==> src/rtl/fadd_seq_if.sv <==
// Request/grant/result bundle between requesters and the sequential FP adder.
interface fadd_seq_if;
    logic        req0;
    logic        req1;
    logic [31:0] a0;
    logic [31:0] b0;
    logic [31:0] a1;
    logic [31:0] b1;
    logic        gnt0;
    logic        gnt1;
    logic        done0;
    logic        done1;
    logic [31:0] result;
    logic [3:0]  flags;
    logic        busy;

    modport master (
        output req0, req1, a0, b0, a1, b1,
        input  gnt0, gnt1, done0, done1, result, flags, busy
    );

    modport slave (
        input  req0, req1, a0, b0, a1, b1,
        output gnt0, gnt1, done0, done1, result, flags, busy
    );
endinterface

==> src/rtl/fadd_seq.sv <==
// Two-requester, multi-cycle single-precision magnitude adder
// (align by shifting, add, normalise by one bit, truncate).
module fadd_seq (
    input  logic      clk,
    input  logic      reset,
    fadd_seq_if.slave bus
);
    localparam int unsigned W  = 32;
    localparam int unsigned EW = 8;
    localparam int unsigned MW = 24;
    localparam int unsigned CW = 5;
    localparam logic [EW-1:0] EXP_MAX = 8'hFF;
    localparam logic [CW-1:0] CNT_MAX = 5'd24;

    typedef enum logic [2:0] {IDLE, ALIGN, ADD, NORM, DONE} state_e;

    state_e        state_q, state_d;
    logic          last_q, last_d;
    logic          sign_q, sign_d;
    logic [EW-1:0] exp_x_q, exp_x_d;
    logic [MW-1:0] mant_x_q, mant_x_d;
    logic [MW-1:0] mant_y_q, mant_y_d;
    logic [CW-1:0] cnt_q, cnt_d;
    logic [MW:0]   sum_q, sum_d;
    logic [W-1:0]  result_q, result_d;
    logic [3:0]    flags_q, flags_d;
    logic          done0_q, done0_d;
    logic          done1_q, done1_d;

    logic          gnt0_c, gnt1_c;
    logic [W-1:0]  op_a_c, op_b_c;
    logic [EW-1:0] exp_a_c, exp_b_c, diff_c, exp_inc_c, exp_r_c;
    logic [MW-2:0] frac_r_c;
    logic          a_big_c;
    logic          unused_sign_b_c;

    // Round robin: on contention the requester not served last wins
    assign gnt0_c = (state_q == IDLE) && bus.req0 && (!bus.req1 || last_q);
    assign gnt1_c = (state_q == IDLE) && bus.req1 && (!bus.req0 || !last_q);

    assign op_a_c          = gnt1_c ? bus.a1 : bus.a0;
    assign op_b_c          = gnt1_c ? bus.b1 : bus.b0;
    assign unused_sign_b_c = op_b_c[W-1];
    assign exp_a_c         = op_a_c[W-2:MW-1];
    assign exp_b_c         = op_b_c[W-2:MW-1];
    assign a_big_c         = (exp_a_c >= exp_b_c);
    assign diff_c          = a_big_c ? (exp_a_c - exp_b_c) : (exp_b_c - exp_a_c);
    assign exp_inc_c       = (exp_x_q == EXP_MAX) ? EXP_MAX : (exp_x_q + EW'(1));

    always_ff @(posedge clk or negedge reset) begin
        if (!reset) begin
            state_q  <= IDLE;
            last_q   <= 1'b1;
            sign_q   <= 1'b0;
            exp_x_q  <= '0;
            mant_x_q <= '0;
            mant_y_q <= '0;
            cnt_q    <= '0;
            sum_q    <= '0;
            result_q <= '0;
            flags_q  <= '0;
            done0_q  <= 1'b0;
            done1_q  <= 1'b0;
        end else begin
            state_q  <= state_d;
            last_q   <= last_d;
            sign_q   <= sign_d;
            exp_x_q  <= exp_x_d;
            mant_x_q <= mant_x_d;
            mant_y_q <= mant_y_d;
            cnt_q    <= cnt_d;
            sum_q    <= sum_d;
            result_q <= result_d;
            flags_q  <= flags_d;
            done0_q  <= done0_d;
            done1_q  <= done1_d;
        end
    end

    always_comb begin
        state_d  = state_q;
        last_d   = last_q;
        sign_d   = sign_q;
        exp_x_d  = exp_x_q;
        mant_x_d = mant_x_q;
        mant_y_d = mant_y_q;
        cnt_d    = cnt_q;
        sum_d    = sum_q;
        result_d = result_q;
        flags_d  = flags_q;
        done0_d  = 1'b0;
        done1_d  = 1'b0;
        exp_r_c  = exp_x_q;
        frac_r_c = sum_q[MW-2:0];

        case (state_q)
            IDLE: begin
                if (gnt0_c || gnt1_c) begin
                    state_d = ALIGN;
                    last_d  = gnt1_c;
                    sign_d  = op_a_c[W-1];
                    // Larger exponent becomes X; A wins a tie
                    if (a_big_c) begin
                        exp_x_d  = exp_a_c;
                        mant_x_d = {1'b1, op_a_c[MW-2:0]};
                        mant_y_d = {1'b1, op_b_c[MW-2:0]};
                    end else begin
                        exp_x_d  = exp_b_c;
                        mant_x_d = {1'b1, op_b_c[MW-2:0]};
                        mant_y_d = {1'b1, op_a_c[MW-2:0]};
                    end
                    cnt_d = (diff_c > EW'(CNT_MAX)) ? CNT_MAX : CW'(diff_c);
                end
            end
            ALIGN: begin
                if (cnt_q != '0) begin
                    mant_y_d = mant_y_q >> 1;
                    cnt_d    = cnt_q - CW'(1);
                end else begin
                    state_d = ADD;
                end
            end
            ADD: begin
                sum_d   = {1'b0, mant_x_q} + {1'b0, mant_y_q};
                state_d = NORM;
            end
            NORM: begin
                if (sum_q[MW]) begin
                    exp_r_c  = exp_inc_c;
                    frac_r_c = sum_q[MW-1:1];
                end
                result_d = {sign_q, exp_r_c, frac_r_c};
                flags_d  = {sign_q, ({exp_r_c, frac_r_c} == '0), sum_q[MW], (exp_r_c == EXP_MAX)};
                done0_d  = !last_q;
                done1_d  = last_q;
                state_d  = DONE;
            end
            DONE: state_d = IDLE;
            default: state_d = IDLE;
        endcase
    end

    assign bus.gnt0   = gnt0_c;
    assign bus.gnt1   = gnt1_c;
    assign bus.done0  = done0_q;
    assign bus.done1  = done1_q;
    assign bus.result = result_q;
    assign bus.flags  = flags_q;
    assign bus.busy   = (state_q != IDLE);
endmodule

==> src/flat_wrapper.sv <==
// flat-port wrapper written by rule: the top's interface ports become plain ports
module fadd_seq_flat 
  (clk, reset, bus_req0, bus_req1, bus_a0, bus_b0, bus_a1, bus_b1, bus_gnt0, bus_gnt1, bus_done0, bus_done1, bus_result, bus_flags, bus_busy);
  fadd_seq_if bus_i ();
  input  logic clk;
  input  logic reset;
  input wire logic [$bits(bus_i.req0)-1:0] bus_req0;
  input wire logic [$bits(bus_i.req1)-1:0] bus_req1;
  input wire logic [$bits(bus_i.a0)-1:0] bus_a0;
  input wire logic [$bits(bus_i.b0)-1:0] bus_b0;
  input wire logic [$bits(bus_i.a1)-1:0] bus_a1;
  input wire logic [$bits(bus_i.b1)-1:0] bus_b1;
  output wire logic [$bits(bus_i.gnt0)-1:0] bus_gnt0;
  output wire logic [$bits(bus_i.gnt1)-1:0] bus_gnt1;
  output wire logic [$bits(bus_i.done0)-1:0] bus_done0;
  output wire logic [$bits(bus_i.done1)-1:0] bus_done1;
  output wire logic [$bits(bus_i.result)-1:0] bus_result;
  output wire logic [$bits(bus_i.flags)-1:0] bus_flags;
  output wire logic [$bits(bus_i.busy)-1:0] bus_busy;
  assign bus_i.req0 = bus_req0;
  assign bus_i.req1 = bus_req1;
  assign bus_i.a0 = bus_a0;
  assign bus_i.b0 = bus_b0;
  assign bus_i.a1 = bus_a1;
  assign bus_i.b1 = bus_b1;
  assign bus_gnt0 = bus_i.gnt0;
  assign bus_gnt1 = bus_i.gnt1;
  assign bus_done0 = bus_i.done0;
  assign bus_done1 = bus_i.done1;
  assign bus_result = bus_i.result;
  assign bus_flags = bus_i.flags;
  assign bus_busy = bus_i.busy;
  fadd_seq u_core (.clk(clk), .reset(reset), .bus(bus_i));
endmodule
==> config.mk <==
export PLATFORM = sky130hd
export DESIGN_NAME = fadd_seq_flat
export DESIGN_NICKNAME = d
export VERILOG_FILES = /design/src/rtl/fadd_seq_if.sv /design/src/rtl/fadd_seq.sv /design/src/flat_wrapper.sv
export SDC_FILE = /design/constraint.sdc
export NUM_CORES = 1
export LEC_CHECK = 0
export CAP_MARGIN = 30
export CORE_MARGIN = 4
export CORE_UTILIZATION = 48
export DETAILED_ROUTE_END_ITERATION = 8
export PLACE_DENSITY = 0.76
export RECOVER_POWER = 25
export SLEW_MARGIN = 10
export SYNTH_ARGS = -nofsm -noshare
export SYNTH_HDL_FRONTEND = slang
export SYNTH_SLANG_ARGS = --single-unit
==> constraint.sdc <==
create_clock -name clk -period 4.18 [get_ports clk]
set_clock_uncertainty 0.15 [all_clocks]
set_input_delay 0.836 -clock clk [delete_from_list [all_inputs] [get_ports clk]]
set_output_delay 0.836 -clock clk [all_outputs]
set_load 0.01 [all_outputs]
==> results of run 1 <==
==> per-stage QoR <==
step	power [mW]	area, sq um	hold slack (ps)	TNS [ps]
6_report	10.1	12200	318	0
5_1_grt	11.0	12200	344	-22.5
4_1_cts	9.94	12000	323	0
3_5_place_dp	8.40	11400	309	-23340
3_3_place_gp	8.21	11400	301	-18290
2_1_floorplan	6.33	9070	288	0
==> cells by family (layout without fill, tap and decap cells) <==
family	count (synthesis)	count (layout)
AND/OR/NAND/NOR	609	609
AO/OA/AOI/OAI	263	263
flip-flops	128	128
buffers and inverters	109	315
multiplexers	45	45
adder cells (fa/ha/maj)	40	40
XOR/XNOR	33	33
==> layout make-up <==
cell class,instances,area (sq um)
inverter,30,118
fill,1540,6050
multi-input combinational,990,5570
tap,229,287
clock buffer,23,468
sequential,128,3200
timing repair buffer,255,2470
clock inverter,7,110
==> power breakdown <==
group	leakage [nW]	total, mW	switching [mW]	internal, mW
clock network	0.287	1.46	0.503	0.958
registers	1.57	2.36	0.528	1.83
logic	3.75	6.31	3.52	2.79
==> worst paths after layout <==
| kind | end | slack (ps) | cells past startpoint |
|---|---|---|---|
| min | u_core.bus.result[24]$_DFFE_PN0P_ | 320 | 2 |
| max reg2reg | u_core.mant_y_q[10]$_DFFE_PN0P_ | 510 | 20 |
| min in group asynchronous | u_core.bus.result[23]$_DFFE_PN0P_ | 1220 | 1 |
| max in group asynchronous | u_core.sum_q[13]$_DFFE_PN0N_ | 990 | 1 |
| max | u_core.mant_y_q[10]$_DFFE_PN0P_ | 140 | 18 |
| min reg2reg | u_core.bus.result[24]$_DFFE_PN0P_ | 320 | 2 |
==> state kept, by name, summed over array words and instances, names as in the netlist <==
signal	flops
u_core.exp_x_q	8
u_core.sign_q	1
u_core.sum_q	25
u_core.state_q	3
u_core.mant_x_q	24
u_core.bus.flags	3
u_core.cnt_q	5
u_core.bus.result	32
u_core.last_q	1
u_core.bus.done0	1
u_core.bus.done1	1
u_core.mant_y_q	24
==> cells in the final DEF, fill, tap and decap left out, drive strengths merged, types with 3 or more instances in the layout <==
cell           netlist  final
nand2              351    351
clkdlybuf4s50        0    169
nand3              132    132
dfrtp              127    127
o21ai              105    105
buf                 26     83
a21oi               81     81
nor2                67     67
mux2i               41     41
ha                  39     39
inv                 30     29
clkbuf              53     26
xnor2               20     20
a21o                17     17
xor2                13     13
nor4                 9      9
nor3                 9      9
nor2b                8      8
nand4                8      8
o31ai                8      8
a31oi                8      8
nand2b               6      6
a211oi               6      6
o22ai                5      5
clkinv               0      5
mux2                 4      4
o21a                 4      4
nand3b               3      3
bufinv               0      3
or3                  3      3
==> critical path, cell delays in order <==
cell and delay, ps:
clkdlybuf4s50_1 470, a21boi_1 160, buf_4 140, nand2_2 90, clkinv_4 120, buf_4 180
mux2i_4 240, ha_1 280, a2bb2oi_2 200, a311oi_2 110, buf_4 170, or3_4 420
buf_12 190, buf_12 150, nand2_1 60, nand3_1 70, nand3_1 170, a21oi_1 90
==> repair_timing <==
item,4_1_cts,5_1_grt
setup endpoints to repair,29,56
cloned,0,1
pin swaps,0,7
setup buffers,0,6
gates resized for setup,3,32
hold buffers,0,0
==> metal layers <==
layer  share of wire  track usage  wire (um)
met1            0.47        0.342      12000
met2            0.44        0.354      11100
met3           0.077       0.0511       1960
met4           0.011       0.0527        272
met5               0            0          0
==> impl_metrics.yaml, run 1 <==
synthesis:
  synth_top_family_by_area: "simple AND/OR/NAND/NOR gates"
  yosys.area.top_type_share: 0.351
  ys_warn_count: 0
  ys_async_sr_fraction: 1.00
  syn_nets: 1399
  synth_seq_area_share: 0.353
  syn_area_per_cell_sq_um: 7.39
  synth_enable_flop_cells: 0
  synth.area.mux_share: 0.0502
  synthTopCellsByArea: "dfrtp_1 35%, nand2_1 15%, nand3_1 7.3%"
  synth-main-ff-cell: "dfrtp_1"
  yosys.area.top_type: "dfrtp_1"
  netlist_instances: 1227
  synth-xor-area-share: 0.0319
  synth_compound_area_frac: 0.171
  synth-simple-area-share: 0.289
  ys_ff_latch: 128
  synthTopCellsByCount: "351 x nand2_1, 132 x nand3_1, 127 x dfrtp_1"
  synthesis.area_sq_um: 9070
  synth_most_common_cell: "nand2_1"
  synthAdderAreaFrac: 0.0560
  synth_cell_types: 69
cts:
  cts_root_buf: "clkbuf_16"
  h-tree-depth: 4
  insertion_delay_ps: 410
  cts_buffers: 17
  clk_path_buf_depth: 2
  clk_pin_slew_ps: 60
  cts_tree: "yes"
  clock-sinks: 128
finish:
  num_antenna_cells: 0
  drive_above_1_share: 0.104
  nets: 1594
  stdcell_count: 1662
  final_util: 0.669
  area_delta_synth_final_pct: 34.8
timing:
  slew_headroom: -0.951
  drv_slew: 55
  period_share: 0.966
  min_period_ps: 4040
  setup_violations: 0
  fin_ws_ps: 144
  finalHoldViolations: 0
  worst_slew_pin_slew_ps: 2930
  max_freq_mhz: 248
floorplanning:
  die_w_um: 145
  die_area_sq_um: 21200
  floorplan.initialDensity: 0.496
  num_rows: 49
  die_h_um: 145
  core-area_sq_um: 18300
  ios: 173
pwr:
  leakage_nw: 5.61
  power_density_nw_per_um2: 829
  peakVddDrop_v: 0.000331
setup_path:
  r2r_start: "u_core.last_q$_DFFE_PN1P_"
  endpoint_kind: "flop"
  critPathKind: "input port to flop"
  cp.arrival_ps: 4170
  crit_required_ps: 4320
  setup.worst_path.start_class: "input port"
  critPathMaxFanout: 24
  startpoint: "bus_req1"
placement:
  gp_congestion: 0.902
  port_buffers: 170
  placed_cells: 1625
  dpl.hpwl_mm: 19.3
  dpl_worst_slack_ps: -506
grt:
  grt_start_max_net_pins: 75
  antenna_found_initial: 0
  grtUsageTotal: 0.233
  grt-ovfl-total: 0
  first_global_vias: 8642
  grt_pass1_wl_mm: 41.8
routing:
  dr.pass1.iters: 6
  post_drt_wl_per_cell_um: 15.3
  via_per_inst: 5.57
  drt_iter0_drc: 692
  drc_errors: 0
  postRouteWirelength_mm: 25.4
  via_count: 9251
  antenna_left: 0
run:
  cap_violations: 1
status:
  violations: "max-capacitance violations, max-slew violations"
  status: "finished with violations"
min_path:
  hp-start: "u_core.bus.result[24]$_DFFE_PN0P_"
  hold_class: "flop to flop"
(Power assumes the default switching activity.)
==> inputs of run 2 (changes only) <==
CTS_CLUSTER_DIAMETER = 100   (was unset)
==> results of run 2 <==
No change in the layout: final DEF, timing and power equal those of run 1.
==> inputs of run 3 (changes only) <==
CORE_UTILIZATION = 33   (was 48)
PLACE_DENSITY = 0.56   (was 0.76)
==> run 3 against run 2 <==
  * The flow still finishes with violations (max-capacitance violations, max-slew violations)
  * Combinational power decreased by 2%
  * Fmax increased by 1.5%
  * Wire length increased by 6.6%
  * Register-to-register slack improved by 60 ps
  * Critical path type unchanged
  * Hold slack got worse by 5.1 ps
  * Sequential cell count unchanged
  * Die area increased by 43%
  * Non-clock buffer count decreased by 4
  * Cell area increased by 0.77%
  * Via count decreased by 2.4%
==> impl_metrics.yaml, run 3 (same netlist as run 1, synthesis figures left out) <==
status:
  status: "finished with violations"
  violations: "max-capacitance violations, max-slew violations"
grt:
  grt_start_max_net_pins: 99
  grt_pass1_wl_mm: 44.0
  first_global_vias: 8573
  grtUsageTotal: 0.174
  antenna_found_initial: 0
  grt-ovfl-total: 0
floorplanning:
  core-area_sq_um: 27000
  num_rows: 60
  die_area_sq_um: 30200
  floorplan.initialDensity: 0.335
  die_h_um: 174
  ios: 173
  die_w_um: 174
timing:
  setup_violations: 0
  drv_slew: 72
  worst_slew_pin_slew_ps: 1760
  fin_ws_ps: 203
  slew_headroom: -0.170
  rsz0062_at_grt: "yes"
  min_period_ps: 3980
  finalHoldViolations: 0
  setup-tns-final_ps: 0
  period_share: 0.951
  max_freq_mhz: 251
  timing.hold.ws_ps: 313
placement:
  placed_area_sq_um: 11500
  dpl.hpwl_mm: 20.3
  port_buffers: 170
  dpl_worst_slack_ps: -526
  gp_congestion: 0.896
  placed_cells: 1735
cts:
  clk_path_buf_depth: 2
  h-tree-depth: 4
  clock-sinks: 128
  cts_tree: "yes"
  clk_pin_slew_ps: 60
  cts_root_buf: "clkbuf_16"
  cts_buffers: 17
  ctsHoldBuffers: 0
  insertion_delay_ps: 410
finish:
  layout_common_cells: "350 x nand2_1, 169 x clkdlybuf4s50_1, 132 x nand3_1"
  largest_reg_flops: 32
  final_common_cell: "nand2_1"
  drive_above_1_share: 0.104
  num_antenna_cells: 0
  area_delta_synth_final_pct: 35.9
  stdcell_count: 1772
  fin_area_sq_um: 12300
  nets: 1590
setup_path:
  cp.arrival_ps: 4160
  cp_num_cells: 17
  crit_path_end: "u_core.mant_y_q[18]$_DFFE_PN0P_"
  setup.worst_path.start_class: "input port"
  r2r_cells: 16
  rrSetupSlack_ps: 570
  r2r_end: "u_core.mant_y_q[18]$_DFFE_PN0P_"
  critPathMaxFanout: 22
  crit_required_ps: 4360
  endpoint_kind: "flop"
  r2r_start: "u_core.state_q[0]$_DFFE_PN0P_"
  critPathBufInv: 6
  worstPathCellList: "clkdlybuf4s50_1, a21boi_2, nand2_2, inv_2, buf_4, mux2i_1, ha_1, a2bb2oi_2, a311oi_2, buf_4, nor3_4, buf_6, buf_8, nand2_1, nand3_1, nand3_1, a21oi_1"
  critical-path-max-stage-delay_ps: 470
  startpoint: "bus_req1"
  critPathSlowestCell: "clkdlybuf4s50_1"
  critPathKind: "input port to flop"
  cp_top_family: "buffers and inverters"
min_path:
  min_path_cells: 2
  hold_class: "flop to flop"
routing:
  post_drt_wl_per_cell_um: 15.3
  antenna_left: 0
  dr.pass1.iters: 5
  drc_errors: 0
  postRouteWirelength_mm: 27.0
  via_count: 9031
  via_per_inst: 5.10
  drt_iter0_drc: 717
pwr:
  leakage_nw: 5.59
  peakVddDrop_v: 0.000385
  power_density_nw_per_um2: 827
run:
  cap_violations: 1
==> run 3: area by class of cell <==
| class | instances | area [sq um] |
|---|---|---|
| multi-input cells | 990 | 5530 |
| well taps | 341 | 427 |
| repair buffers | 251 | 2380 |
| clock inverters | 13 | 210 |
| inverters | 30 | 113 |
| flip-flops and latches | 128 | 3200 |
| clock buffers | 19 | 453 |
| fillers | 2731 | 14700 |
==> run 3: what timing repair did <==
| item | in CTS | in global routing |
|---|---|---|
| setup endpoints to repair | 33 | 57 |
| pin swaps | 0 | 4 |
| endpoints found under the hold margin | 0 | 0 |
| gates cloned | 0 | 2 |
| gates resized for setup | 4 | 21 |
| setup buffers | 0 | 2 |
==> run 3: worst min path at each step <==
| stage | slack [ps] | to | start |
|---|---|---|---|
| finish | 310 | u_core.bus.result[25]$_DFFE_PN0P_ | u_core.bus.result[25]$_DFFE_PN0P_ |
| global route | 340 | u_core.bus.result[15]$_DFFE_PN0P_ | u_core.bus.result[15]$_DFFE_PN0P_ |
| CTS | 320 | u_core.bus.result[31]$_DFFE_PN0P_ | u_core.sign_q$_DFFE_PN0P_ |
| detailed placement | 310 | u_core.bus.result[25]$_DFFE_PN0P_ | u_core.bus.result[25]$_DFFE_PN0P_ |
| global placement | 300 | u_core.bus.result[25]$_DFFE_PN0P_ | u_core.bus.result[25]$_DFFE_PN0P_ |
| floorplan | 290 | u_core.bus.result[31]$_DFFE_PN0P_ | u_core.sign_q$_DFFE_PN0P_ |
==> run 3: power by group <==
| part | switching, mW | internal [mW] | total (mW) |
|---|---|---|---|
| Combinational | 3.49 | 2.69 | 6.18 |
| Clock | 0.558 | 1.09 | 1.65 |
| Sequential | 0.524 | 1.83 | 2.36 |
==> run 3: worst min-delay path: stages (launching register included) <==
cell     delay (ps)
dfrtp_1         340
nand2_1          50
nand2_1          50
==> run 3: through the flow <==
step | power [mW] | utilization
2_1_floorplan | 6.33 | -
3_3_place_gp | 8.23 | 0.426
3_5_place_dp | 8.35 | 0.426
4_1_cts | 10.0 | 0.451
5_1_grt | 11.2 | 0.456
6_report | 10.2 | 0.456
==> run 3: routing by layer <==
metal  vias up  global-route usage  wire length (um)
met2       258               0.243             11000
met3        10              0.0386              1670
met4         0              0.0366               222
met1      4152               0.272             14200
li1       4611                   -                 -
met5         -                   0                 0
